## src/rtl/seq_detector_prog.sv

```systemverilog
// Programmable serial pattern detector (registered Mealy).
// Compares the most recent `len` valid input bits against a run-time loaded
// pattern and emits a one-cycle match pulse the cycle after the final bit.
// Matches are counted with saturation.
//
// Ports:
//   clk          system clock, rising edge
//   rst          synchronous active-high reset
//   din_valid    din is sampled on this edge when 1
//   din          serial input bit
//   cfg_load     one-cycle strobe loading cfg_pattern/cfg_len/cfg_overlap
//   cfg_pattern  pattern; bit len-1 is expected first, bit 0 last
//   cfg_len      pattern length, legal 1..MAX_LEN
//   cfg_overlap  1 = overlapping detection, 0 = non-overlapping
//   count_clr    clears match_count
//   match        registered one-cycle pulse per detected pattern
//   match_count  saturating match counter
//   cfg_err      one-cycle pulse when a cfg_load is rejected
//   fill         number of valid history bits, saturates at active len
module seq_detector_prog #(
    parameter int unsigned         MAX_LEN     = 8,
    parameter int unsigned         LEN_W       = 4,
    parameter int unsigned         CNT_W       = 8,
    parameter logic [MAX_LEN-1:0]  RST_PATTERN = MAX_LEN'(8'b0000_1010),
    parameter logic [LEN_W-1:0]    RST_LEN     = LEN_W'(4),
    parameter bit                  RST_OVERLAP = 1'b1
) (
    input  logic               clk,
    input  logic               rst,
    input  logic               din_valid,
    input  logic               din,
    input  logic               cfg_load,
    input  logic [MAX_LEN-1:0] cfg_pattern,
    input  logic [LEN_W-1:0]   cfg_len,
    input  logic               cfg_overlap,
    input  logic               count_clr,
    output logic               match,
    output logic [CNT_W-1:0]   match_count,
    output logic               cfg_err,
    output logic [LEN_W-1:0]   fill
);

    // StArmed means fill >= len-1: the next valid bit can complete a pattern.
    typedef enum logic [0:0] {StIdle, StArmed} state_e;

    state_e             state_q, state_d;
    logic [MAX_LEN-1:0] pattern_q, pattern_d;
    logic [MAX_LEN-1:0] history_q, history_d;
    logic [LEN_W-1:0]   len_q, len_d;
    logic [LEN_W-1:0]   fill_q, fill_d;
    logic               overlap_q, overlap_d;
    logic               match_q, match_d;
    logic               cfg_err_q, cfg_err_d;
    logic [CNT_W-1:0]   count_q, count_d;

    logic [MAX_LEN-1:0] mask;
    logic [MAX_LEN-1:0] window;
    logic               cfg_ok;
    logic               hit;

    // Low-len-bits mask of the active pattern length.
    always_comb begin
        mask = '0;
        for (int i = 0; i < MAX_LEN; i++) begin
            mask[i] = (LEN_W'(i) < len_q);
        end
    end

    // History including the bit sampled on this edge.
    assign window = {history_q[MAX_LEN-2:0], din};
    assign cfg_ok = (cfg_len != '0) && ({1'b0, cfg_len} <= (LEN_W+1)'(MAX_LEN));
    assign hit    = din_valid && !cfg_load && (state_q == StArmed) &&
                    ((window & mask) == (pattern_q & mask));

    always_comb begin
        state_d   = state_q;
        pattern_d = pattern_q;
        len_d     = len_q;
        overlap_d = overlap_q;
        history_d = history_q;
        fill_d    = fill_q;
        match_d   = 1'b0;
        cfg_err_d = 1'b0;
        count_d   = count_q;

        // A cfg_load edge never processes din, even when the load is rejected.
        if (cfg_load) begin
            if (cfg_ok) begin
                pattern_d = cfg_pattern;
                len_d     = cfg_len;
                overlap_d = cfg_overlap;
                history_d = '0;
                fill_d    = '0;
            end else begin
                cfg_err_d = 1'b1;
            end
        end else if (din_valid) begin
            history_d = window;
            match_d   = hit;
            if (hit && !overlap_q) begin
                fill_d = '0;
            end else if (fill_q < len_q) begin
                fill_d = fill_q + 1'b1;
            end
        end

        if (count_clr) begin
            count_d = hit ? CNT_W'(1) : '0;
        end else if (hit && (count_q != '1)) begin
            count_d = count_q + 1'b1;
        end

        state_d = (({1'b0, fill_d} + (LEN_W+1)'(1)) >= {1'b0, len_d}) ? StArmed : StIdle;
    end

    always_ff @(posedge clk) begin
        if (rst) begin
            state_q   <= (RST_LEN <= LEN_W'(1)) ? StArmed : StIdle;
            pattern_q <= RST_PATTERN;
            len_q     <= RST_LEN;
            overlap_q <= RST_OVERLAP;
            history_q <= '0;
            fill_q    <= '0;
            match_q   <= 1'b0;
            cfg_err_q <= 1'b0;
            count_q   <= '0;
        end else begin
            state_q   <= state_d;
            pattern_q <= pattern_d;
            len_q     <= len_d;
            overlap_q <= overlap_d;
            history_q <= history_d;
            fill_q    <= fill_d;
            match_q   <= match_d;
            cfg_err_q <= cfg_err_d;
            count_q   <= count_d;
        end
    end

    assign match       = match_q;
    assign match_count = count_q;
    assign cfg_err     = cfg_err_q;
    assign fill        = fill_q;

endmodule

```

## config.mk

```make
export PLATFORM = sky130hd
export DESIGN_NAME = seq_detector_prog
export DESIGN_NICKNAME = d
export VERILOG_FILES = /design/src/rtl/seq_detector_prog.sv
export SDC_FILE = /design/constraint.sdc
export NUM_CORES = 1
export LEC_CHECK = 0
export CAP_MARGIN = 15
export CORE_MARGIN = 4
export CORE_UTILIZATION = 52
export DETAILED_ROUTE_END_ITERATION = 6
export PLACE_DENSITY_LB_ADDON = 0.2
export SETUP_SLACK_MARGIN = 0.5
export SYNTH_ARGS = -nofsm -noshare
export SYNTH_HDL_FRONTEND = slang
export SYNTH_SLANG_ARGS = --single-unit
```

## constraint.sdc

```tcl
create_clock -name clk -period 3.3 [get_ports clk]
set_input_delay 0.33 -clock clk [delete_from_list [all_inputs] [get_ports clk]]
set_output_delay 0.33 -clock clk [all_outputs]
set_load 0.1 [all_outputs]
```

==> insert_results.sql, run 1 <==
INSERT INTO impl_metrics (metric_group, metric, value, unit) VALUES
('routing', 'drt_wl_total', '4.29', 'mm'),
('sta', 'maxClockFrequency', '345', 'MHz'),
('yosys', 'synth_edf_count', '0', ''),
('setup_path', 'cp_data_arrival_time', '3.12', 'ns'),
('setup_path', 'crit_reg_reg_endpoint', 'state_q$_SDFF_PP0_', ''),
('yosys', 'postSynthRegisterBits', '35', ''),
('yosys', 'synthAdderAreaFrac', '6.61', '%'),
('yosys', 'post_synth_and_or_nand_nor_area_fraction', '22.1', '%'),
('sta', 'timing.max_slew.rel_slack', '33.7', '%'),
('die', 'coreArea', '3420', 'sq um'),
('yosys', 'synth_area', '1890', 'sq um'),
('power_and_ir_drop', 'power-per-cell-area', '342', 'nW/um^2'),
('sta', 'final.period_utilization', '87.9', '%'),
('yosys', 'synthesis.area_per_instance', '8.85', 'sq um'),
('global_routing', 'first_pass_grt_wire_length', '7.19', 'mm'),
('sta', 'worst_pin_slew', '0.991', 'ns'),
('cells_and_area', 'post_route_cells_drive_above_1_share', '14.2', '%'),
('die', 'x_dimension_of_the_die', '68.4', 'um'),
('place', 'portBuffers', '32', ''),
('yosys', 'syn-num-nets', '243', ''),
('yosys', 'seq_area_frac_synth', '37.0', '%'),
('cells_and_area', 'diodes', '0', ''),
('setup_path', 'critical_path.max_fanout', '6', ''),
('routing', 'drc_errors', '0', ''),
('global_routing', 'grt_util_met3', '5.25', '%'),
('sta', 'timing.hold.ws', '0.479', 'ns'),
('yosys', 'synth_commonest_cells', 'sky130_fd_sc_hd__dfxtp_1 (35), sky130_fd_sc_hd__nor2_1 (32), sky130_fd_sc_hd__xor2_1 (14), sky130_fd_sc_hd__nand2_1 (12)', ''),
('global_routing', 'antenna_found_initial', '0', ''),
('die', 'die_h', '68.4', 'um'),
('yosys', 'post_synth_xor_area_fraction', '7.86', '%'),
('die', 'initial_utilization', '55.5', '%'),
('setup_path', 'setup.worst_path.start_class', 'flip-flop', ''),
('sta', 'finalHoldViolCount', '0', ''),
('yosys', 'synth.area.mux_share', '5.88', '%'),
('yosys', 'main_combinational_cell_family_by_area_after_synthesis', 'simple AND/OR/NAND/NOR gates', ''),
('global_routing', 'grt_use_met1', '23.7', '%'),
('min_path', 'timing.hold.worst.class', 'reg2reg', ''),
('cells_and_area', 'flow.area_growth_from_synthesis', '27.4', '%'),
('clocking', 'maximum_count_of_clock_buffers_along_a_single_path', '2', ''),
('yosys', 'yosysMostFrequentCell', 'sky130_fd_sc_hd__dfxtp_1', ''),
('min_path', 'hold_sp', 'history_q[1]$_SDFFE_PP0P_', ''),
('yosys', 'synthArstFlopShare', '0', '%'),
('die', 'placement_rows', '21', ''),
('global_routing', 'globalRouteTotalUtil', '20.9', '%'),
('setup_path', 'data_required_time_of_the_critical_path', '3.52', 'ns'),
('global_routing', 'grt_use_met2', '36.1', '%'),
('power_and_ir_drop', 'leakagePower', '0.000968', 'uW'),
('sta', 'maxSlewViolCount', '0', ''),
('clocking', 'clk_pin_slew', '0.11', 'ns'),
('global_routing', 'via_count_of_the_first_global_routing_pass', '1607', ''),
('global_routing', 'grt_overflow_total', '0', ''),
('clocking', 'clkSinkCount', '35', ''),
('clocking', 'worstSkewPairLatency', '0.34', 'ns'),
('setup_path', 'timing.reg2reg.setup_slack', '0.40', 'ns'),
('sta', 'timing.clock.skew', '0.00688', 'ns'),
('global_routing', 'gr-max-usage-layer', 'met2', ''),
('min_path', 'min_delay_worst_endpoint', 'history_q[2]$_SDFFE_PP0P_', ''),
('yosys', 'synthCells', '214', ''),
('outcome', 'result_of_the_run', 'finished clean', ''),
('clocking', 'cts_root_buf', 'sky130_fd_sc_hd__clkbuf_4', ''),
('yosys', 'synth_top_cell_by_area', 'sky130_fd_sc_hd__dfxtp_1', ''),
('sta', 'rsz_0062_raised_after_global_routing', 'true', ''),
('clocking', 'cts_made_buffers', '5', ''),
('place', 'globalplace.congestion', '0.834', ''),
('yosys', 'synth_cell_types', '46', ''),
('routing', 'drt_pass1_iterations', '4', ''),
('routing', 'antenna_left', '0', ''),
('cells_and_area', 'fin_nets', '281', ''),
('routing', 'drt-vias-per-instance', '5.44', ''),
('routing', 'first_iter_violations', '73', ''),
('routing', 'wire_per_inst', '14.4', 'um');
-- registers in the layout, indices dropped and copies added (netlist names) --
name	count
cfg_err	1
fill	4
history_q	7
len_q	4
match	1
match_count	8
overlap_q	1
pattern_q	8
state_q	1
-- layout make-up --
cell class | count | area, sq um
Multi-Input combinational cell | 160 | 1180
Fill cell | 291 | 1000
Sequential cell | 35 | 714
Timing Repair Buffer | 39 | 373
Tap cell | 46 | 57.6
Clock buffer | 7 | 45.0
Inverter | 11 | 41.3
Clock inverter | 1 | 5.00
-- per-layer routing --
metal	up-vias	wire length (um)	share of wire [%]
met5	-	0	0
met4	0	99	2.3
met3	10	146	3.4
met2	26	2110	49
met1	766	1940	45
li1	824	-	-
-- worst max-delay path, stage by stage, from the launching register on --
cell                       delay (ns)
sky130_fd_sc_hd__dfxtp_2         0.37
sky130_fd_sc_hd__or3_1           0.39
sky130_fd_sc_hd__a211oi_2        0.23
sky130_fd_sc_hd__o211ai_1        0.20
sky130_fd_sc_hd__o21ai_4         0.18
sky130_fd_sc_hd__nor2_1          0.07
sky130_fd_sc_hd__o22a_1          0.23
sky130_fd_sc_hd__ha_1            0.29
sky130_fd_sc_hd__ha_1            0.27
sky130_fd_sc_hd__a21o_1          0.16
sky130_fd_sc_hd__a21o_1          0.18
sky130_fd_sc_hd__a21oi_1         0.12
sky130_fd_sc_hd__o32ai_1         0.09
-- cells in the final DEF (no fill, tap or decap), drive strengths merged, types with 4 or more instances in the layout --
master / instances
clkbuf: 7
nor2b: 4
a21oi: 11
dfxtp: 35
buf: 7
nand3: 9
and3: 4
inv: 11
mux2i: 10
ha: 10
nor2: 32
clkdlybuf4s50: 32
xor2: 14
o21ai: 8
nand2b: 6
nand2: 12
-- report_power, final --
group	internal [uW]	leakage, uW	switching, uW	total (uW)
clock network	83.0	0.0000293	140	223
logic	72.1	0.000651	81.9	154
registers	434	0.000287	13.9	448
-- cell families (layout without fill, tap and decap cells) --
| group | after synthesis | in the layout |
|---|---|---|
| compound gates | 39 | 39 |
| xor+xnor | 17 | 17 |
| fa+ha+maj | 10 | 10 |
| buf+inv | 19 | 58 |
| flops | 35 | 35 |
| mux | 11 | 11 |
| simple gates | 83 | 83 |
-- per-stage QoR --
stage	std cells	total power, uW	util [%]	setup slack [ns]	cell area, sq um
6_report	299	825	70.7	0.400	2410
5_1_grt	299	872	70.7	0.206	2410
4_1_cts	299	833	70.7	0.405	2410
3_5_place_dp	291	609	68.9	0.0112	2350
3_3_place_gp	291	604	68.9	0.0632	2350
2_1_floorplan	214	554	-	0.483	1950
-- how the worst max path moves through the flow --
| stage | endpoint | startpoint | slack [ns] | cells after the start |
|---|---|---|---|---|
| floorplan | state_q$_SDFF_PP0_ | fill[1]$_SDFF_PP0_ | 0.48 | 11 |
| global placement | state_q$_SDFF_PP0_ | din | 0.06 | 13 |
| detailed placement | state_q$_SDFF_PP0_ | din | 0.01 | 13 |
| CTS | state_q$_SDFF_PP0_ | len_q[2]$_SDFF_PP1_ | 0.40 | 12 |
| global route | state_q$_SDFF_PP0_ | len_q[2]$_SDFF_PP1_ | 0.21 | 12 |
| finish | state_q$_SDFF_PP0_ | len_q[2]$_SDFF_PP1_ | 0.40 | 12 |
-- timing repair --
item	in CTS	in global routing
hold buffers	0	0
endpoints found under the setup margin	1	1
resized for setup	5	0
pin swaps	4	0
Note: power is estimated with default switching activity, not from simulation.
==> run 2: changes to the inputs <==
Settings changed: CORE_MARGIN 4 to 5, CORE_UTILIZATION 52 to 54, CTS_BUF_LIST set to sky130_fd_sc_hd__clkbuf_4, HOLD_SLACK_MARGIN set to 0.03.
==> insert_results.sql, run 2 (synthesis results as in run 1) <==
INSERT INTO impl_metrics (metric_group, metric, value, unit) VALUES
('sta', 'timing.max_slew.rel_slack', '34.8', '%'),
('die', 'coreArea', '3360', 'sq um'),
('cells_and_area', 'final-instance-count-excl-fill', '300', ''),
('sta', 'maxClockFrequency', '351', 'MHz'),
('sta', 'final.period_utilization', '86.4', '%'),
('sta', 'timing.hold.ws', '0.476', 'ns'),
('die', 'placement_rows', '21', ''),
('global_routing', 'grt_max_degree', '22', ''),
('place', 'portBuffers', '32', ''),
('clocking', 'clk_pin_slew', '0.11', 'ns'),
('global_routing', 'grt_overflow_total', '0', ''),
('power_and_ir_drop', 'worst_ir_drop_vdd', '0.205', 'mV'),
('cells_and_area', 'fillCellCount', '278', ''),
('clocking', 'cts.htree.levels', '2', ''),
('setup_path', 'data_required_time_of_the_critical_path', '3.54', 'ns'),
('cells_and_area', 'diodes', '0', ''),
('routing', 'antenna_left', '0', ''),
('cells_and_area', 'multiInputGateArea', '1180', 'sq um'),
('sta', 'maxSlewViolCount', '0', ''),
('power_and_ir_drop', 'power-per-cell-area', '346', 'nW/um^2'),
('cells_and_area', 'flow.area_growth_from_synthesis', '28.3', '%'),
('cells_and_area', 'fin_nets', '282', ''),
('place', 'detailed_place_hpwl', '3.28', 'mm'),
('global_routing', 'first_pass_grt_wire_length', '7.57', 'mm'),
('sta', 'finalHoldViolCount', '0', ''),
('routing', 'drt_wl_total', '4.31', 'mm'),
('sta', 'final-setup-viol-count', '0', ''),
('routing', 'num_vias', '1652', ''),
('die', 'die_h', '69.2', 'um'),
('clocking', 'cts-hold-fix-buffers', '0', ''),
('power_and_ir_drop', 'internal_power', '597', 'uW'),
('setup_path', 'setup.worst_path.start_class', 'flip-flop', ''),
('routing', 'drt_pass1_iterations', '4', ''),
('power_and_ir_drop', 'fin_total_pwr', '841', 'uW'),
('routing', 'drc_errors', '0', ''),
('die', 'ios', '33', ''),
('global_routing', 'antenna_found_initial', '0', ''),
('place', 'globalplace.congestion', '0.838', ''),
('power_and_ir_drop', 'leakagePower', '0.000975', 'uW'),
('run', 'drv.max_cap_violation_count', '0', ''),
('routing', 'wire_per_inst', '14.4', 'um'),
('power_and_ir_drop', 'switching_power', '243', 'uW'),
('clocking', 'maximum_count_of_clock_buffers_along_a_single_path', '2', ''),
('setup_path', 'worstSetupEndpointType', 'flip-flop', ''),
('power_and_ir_drop', 'power_frac_comb', '18.2', '%'),
('clocking', 'worstSkewPairLatency', '0.35', 'ns'),
('setup_path', 'cp_data_arrival_time', '3.09', 'ns'),
('outcome', 'result_of_the_run', 'finished clean', ''),
('min_path', 'timing.hold.worst.class', 'reg2reg', ''),
('setup_path', 'worstSetupPathType', 'reg2reg', ''),
('power_and_ir_drop', 'sequentialPowerShare', '53.2', '%'),
('die', 'fp.dieArea', '4790', 'sq um'),
('place', 'dp_cells', '291', ''),
('sta', 'finalWorstPathRequiredPeriod', '2.85', 'ns'),
('global_routing', 'globalRouteTotalUtil', '19.3', '%'),
('clocking', 'tritoncts_clock_tree', 'done', ''),
('cells_and_area', 'post_route_cells_drive_above_1_share', '15.4', '%'),
('power_and_ir_drop', 'p_clk_share', '28.6', '%'),
('clocking', 'cts_made_buffers', '5', ''),
('global_routing', 'via_count_of_the_first_global_routing_pass', '1665', ''),
('power_and_ir_drop', 'power.share.switching', '29.0', '%'),
('clocking', 'clkSinkCount', '35', ''),
('cells_and_area', 'layout_common_cells', 'sky130_fd_sc_hd__nor2_1 (32), sky130_fd_sc_hd__clkdlybuf4s50_1 (32), sky130_fd_sc_hd__dfxtp_1 (28)', ''),
('routing', 'first_iter_violations', '90', ''),
('routing', 'drt-vias-per-instance', '5.51', ''),
('cells_and_area', 'final-seq-area', '714', 'sq um'),
('die', 'initial_utilization', '56.3', '%'),
('die', 'x_dimension_of_the_die', '69.2', 'um'),
('sta', 'tns', '0', 'ns'),
('setup_path', 'critical_path.max_fanout', '6', ''),
('sta', 'worst_pin_slew', '0.974', 'ns'),
('clocking', 'cts_root_buf', 'sky130_fd_sc_hd__clkbuf_4', ''),
('sta', 'rsz_0062_raised_after_global_routing', 'true', ''),
('sta', 'timing.clock.skew', '0.00873', 'ns');
## run 2: cell count changes in the layout (fill, tap and decap cells not counted), sizes merged
cell | before | now
buf | 7 | 8
inv | 11 | 12
clkbuf | 7 | 6
## run 2: routing by layer
metal	GRT usage (%)	wire length, um
met3	5.65	279
met2	31.8	2070
met5	0	0
met1	23.5	1900
met4	7.81	58
## run 2: power by group through the flow
stage	registers [uW]	clock network, uW	logic (uW)
floorplan	467	0	87.5
detailed placement	457	0	151
global placement	456	0	147
CTS	448	248	153
finish	447	240	153
global route	450	271	166
## run 2: path summary, 6_finish.rpt
path	slack, ns	end	cells past startpoint	startpoint
setup / recovery	0.45	state_q$_SDFF_PP0_	12	len_q[1]$_SDFF_PP0_
hold / removal	0.48	overlap_q$_SDFFE_PP1P_	1	overlap_q$_SDFFE_PP1P_
setup reg to reg	0.45	state_q$_SDFF_PP0_	12	len_q[1]$_SDFF_PP0_
hold reg to reg	0.48	overlap_q$_SDFFE_PP1P_	1	overlap_q$_SDFFE_PP1P_
## run 2: timing repair
action	4_1_cts	5_1_grt
setup buffers	1	0
pin swaps	3	0
setup endpoints to repair	1	1
gates resized for setup	5	0
## run 2: final cells by class
cell class / count / area share (%)
sequential: 35 / 29.4
clock buffer: 6 / 1.85
multi-input combinational: 160 / 48.6
clock inverter: 2 / 0.463
timing repair buffer: 40 / 15.7
inverter: 11 / 1.70
tap: 46 / 2.37
## run 2: worst max-delay path, stage by stage (launching register included)
cell                        delay (ns)
sky130_fd_sc_hd__dfxtp_2          0.41
sky130_fd_sc_hd__inv_1            0.09
sky130_fd_sc_hd__ha_4             0.24
sky130_fd_sc_hd__a2111oi_4        0.42
sky130_fd_sc_hd__o21ai_1          0.16
sky130_fd_sc_hd__mux2i_1          0.23
sky130_fd_sc_hd__nor2_1           0.11
sky130_fd_sc_hd__ha_1             0.30
sky130_fd_sc_hd__ha_1             0.27
sky130_fd_sc_hd__a21o_1           0.15
sky130_fd_sc_hd__a21o_1           0.16
sky130_fd_sc_hd__a21oi_1          0.11
sky130_fd_sc_hd__o32ai_1          0.09
## run 2: metrics by stage
step                utilization [%]  area [sq um]  setup slack (ns)
finish                         72.2          2430             0.447
CTS                            72.2          2430             0.447
floorplan                         -          1950             0.483
global route                   72.2          2430             0.278
detailed placement             69.9          2350            0.0289
global placement               69.9          2350            0.0710
==> run 3: changes to the inputs <==
Settings changed: CORE_MARGIN 5 to 2, SKIP_LAST_GASP set to 1.
==> insert_results.sql, run 3 (synthesis results as in run 1) <==
INSERT INTO impl_metrics (metric_group, metric, value, unit) VALUES
('place', 'dp_slack', '0.0133', 'ns'),
('setup_path', 'data_required_time_of_the_critical_path', '3.54', 'ns'),
('die', 'ios', '33', ''),
('setup_path', 'worstSetupEndpointType', 'flip-flop', ''),
('sta', 'maxClockFrequency', '341', 'MHz'),
('routing', 'first_iter_violations', '96', ''),
('clocking', 'cts.htree.levels', '2', ''),
('setup_path', 'critical_path.max_fanout', '6', ''),
('die', 'coreArea', '3360', 'sq um'),
('cells_and_area', 'layout_common_cells', 'sky130_fd_sc_hd__nor2_1 (32), sky130_fd_sc_hd__clkdlybuf4s50_1 (32), sky130_fd_sc_hd__dfxtp_1 (28)', ''),
('global_routing', 'grt_max_degree', '22', ''),
('cells_and_area', 'flow.area_growth_from_synthesis', '29.5', '%'),
('sta', 'rsz_0062_raised_after_global_routing', 'true', ''),
('setup_path', 'cp_data_arrival_time', '3.17', 'ns'),
('global_routing', 'grt_overflow_total', '0', ''),
('routing', 'drc_errors', '0', ''),
('die', 'x_dimension_of_the_die', '63.2', 'um'),
('sta', 'maxSlewViolCount', '0', ''),
('outcome', 'result_of_the_run', 'finished clean', ''),
('min_path', 'timing.hold.worst.class', 'reg2reg', ''),
('sta', 'finalWorstPathRequiredPeriod', '2.93', 'ns'),
('power_and_ir_drop', 'worst_ir_drop_vdd', '0.239', 'mV'),
('global_routing', 'globalRouteTotalUtil', '23.0', '%'),
('routing', 'drt_pass1_iterations', '4', ''),
('routing', 'drt_wl_total', '4.23', 'mm'),
('routing', 'drt-vias-per-instance', '5.40', ''),
('clocking', 'cts_root_buf', 'sky130_fd_sc_hd__clkbuf_4', ''),
('sta', 'timing.clock.skew', '0.0114', 'ns'),
('sta', 'finalHoldViolCount', '0', ''),
('sta', 'worst_pin_slew', '0.973', 'ns'),
('die', 'placement_rows', '21', ''),
('run', 'drv.max_cap_violation_count', '0', ''),
('routing', 'antenna_left', '0', ''),
('clocking', 'worstSkewPairLatency', '0.35', 'ns'),
('place', 'globalplace.congestion', '0.819', ''),
('clocking', 'clk_pin_slew', '0.11', 'ns'),
('global_routing', 'first_pass_grt_wire_length', '7.27', 'mm'),
('clocking', 'cts_made_buffers', '5', ''),
('sta', 'final.period_utilization', '88.9', '%'),
('clocking', 'tritoncts_clock_tree', 'done', ''),
('die', 'initial_utilization', '56.3', '%'),
('cells_and_area', 'fin_nets', '283', ''),
('clocking', 'clkSinkCount', '35', ''),
('place', 'portBuffers', '32', ''),
('cells_and_area', 'post_route_cells_drive_above_1_share', '16.1', '%'),
('setup_path', 'setup.worst_path.start_class', 'flip-flop', ''),
('sta', 'timing.max_slew.rel_slack', '34.9', '%'),
('place', 'detailed_place_hpwl', '3.15', 'mm'),
('cells_and_area', 'final-seq-area', '714', 'sq um'),
('global_routing', 'via_count_of_the_first_global_routing_pass', '1655', ''),
('sta', 'tns', '0', 'ns'),
('setup_path', 'worstSetupPathType', 'reg2reg', ''),
('power_and_ir_drop', 'power-per-cell-area', '339', 'nW/um^2'),
('power_and_ir_drop', 'leakagePower', '0.000980', 'uW'),
('clocking', 'maximum_count_of_clock_buffers_along_a_single_path', '2', ''),
('cells_and_area', 'diodes', '0', ''),
('routing', 'wire_per_inst', '14.0', 'um'),
('die', 'fp.dieArea', '4000', 'sq um'),
('cells_and_area', 'multiInputGateArea', '1200', 'sq um'),
('routing', 'num_vias', '1626', ''),
('sta', 'final.setup.worst_slack', '0.366', 'ns'),
('die', 'die_h', '63.2', 'um'),
('sta', 'final-setup-viol-count', '0', ''),
('cells_and_area', 'fillCellCount', '286', ''),
('global_routing', 'antenna_found_initial', '0', '');
==> run 3: changes by cell type in the layout (fill, tap and decap cells not counted) <==
cell and change:
sky130_fd_sc_hd__xor2_1 -1, sky130_fd_sc_hd__clkinv_2 +2, sky130_fd_sc_hd__xor2_2 +1, sky130_fd_sc_hd__buf_4 +1
sky130_fd_sc_hd__o21ai_0 -1, sky130_fd_sc_hd__inv_4 -1, sky130_fd_sc_hd__a2111oi_2 -1, sky130_fd_sc_hd__o21ai_1 +1
sky130_fd_sc_hd__clkbuf_4 -1, sky130_fd_sc_hd__a2111oi_4 +1
==> run 3: what timing repair did <==
action                     4_1_cts  5_1_grt
pin swaps                        3        1
setup buffers                    2        0
setup endpoints to repair        1        1
hold buffers                     0        0
gates resized for setup          6        2
==> run 3: final cells by class <==
type | instances | area share, %
Sequential cell | 35 | 29.1
Inverter | 11 | 1.68
Clock inverter | 3 | 0.612
Multi-Input combinational cell | 160 | 48.9
Timing Repair Buffer | 41 | 15.8
Tap cell | 46 | 2.35
Clock buffer | 5 | 1.53
==> run 3: worst max-delay path, cell delays in order (launching register included) <==
cell and delay (ns):
sky130_fd_sc_hd__dfxtp_2 0.38, sky130_fd_sc_hd__or3_1 0.40, sky130_fd_sc_hd__a211oi_2 0.28, sky130_fd_sc_hd__o211ai_1 0.20
sky130_fd_sc_hd__o21ai_4 0.20, sky130_fd_sc_hd__nor2_1 0.07, sky130_fd_sc_hd__o22a_1 0.23, sky130_fd_sc_hd__ha_1 0.28
sky130_fd_sc_hd__ha_1 0.27, sky130_fd_sc_hd__a21o_1 0.15, sky130_fd_sc_hd__a21o_1 0.17, sky130_fd_sc_hd__a21oi_1 0.11
sky130_fd_sc_hd__o32ai_1 0.09
==> run 3: layer usage <==
layer	global-route usage (%)	vias up	wire (um)
met3	5.71	10	207
li1	-	824	-
met5	0	-	0
met4	10.9	0	86
met2	37.2	32	2010
met1	28.6	760	1920
==> run 3: stage by stage <==
| stage | instance area (sq um) | hold slack [ns] | util, % | power (uW) | std cells |
|---|---|---|---|---|---|
| floorplan | 1950 | 0.437 | - | 554 | 214 |
| global placement | 2350 | 0.454 | 69.9 | 604 | 291 |
| detailed placement | 2350 | 0.469 | 69.9 | 608 | 291 |
| CTS | 2430 | 0.490 | 72.4 | 836 | 301 |
| global route | 2450 | 0.514 | 73.0 | 877 | 301 |
| finish | 2450 | 0.487 | 73.0 | 832 | 301 |
==> run 3: report_power, final <==
group / internal, uW / switching, uW / total [uW]
Combinational: 74.2 / 82.7 / 157
Clock: 79.2 / 147 / 226
Sequential: 434 / 14.1 / 448
==> run 3: path summary, 6_finish.rpt <==
kind | from | endpoint | slack [ns] | cells past startpoint
setup / recovery | len_q[2]$_SDFF_PP1_ | state_q$_SDFF_PP0_ | 0.37 | 12
hold / removal | history_q[2]$_SDFFE_PP0P_ | history_q[3]$_SDFFE_PP0P_ | 0.49 | 2
setup reg to reg | len_q[2]$_SDFF_PP1_ | state_q$_SDFF_PP0_ | 0.37 | 12
hold reg to reg | history_q[2]$_SDFFE_PP0P_ | history_q[3]$_SDFFE_PP0P_ | 0.49 | 2
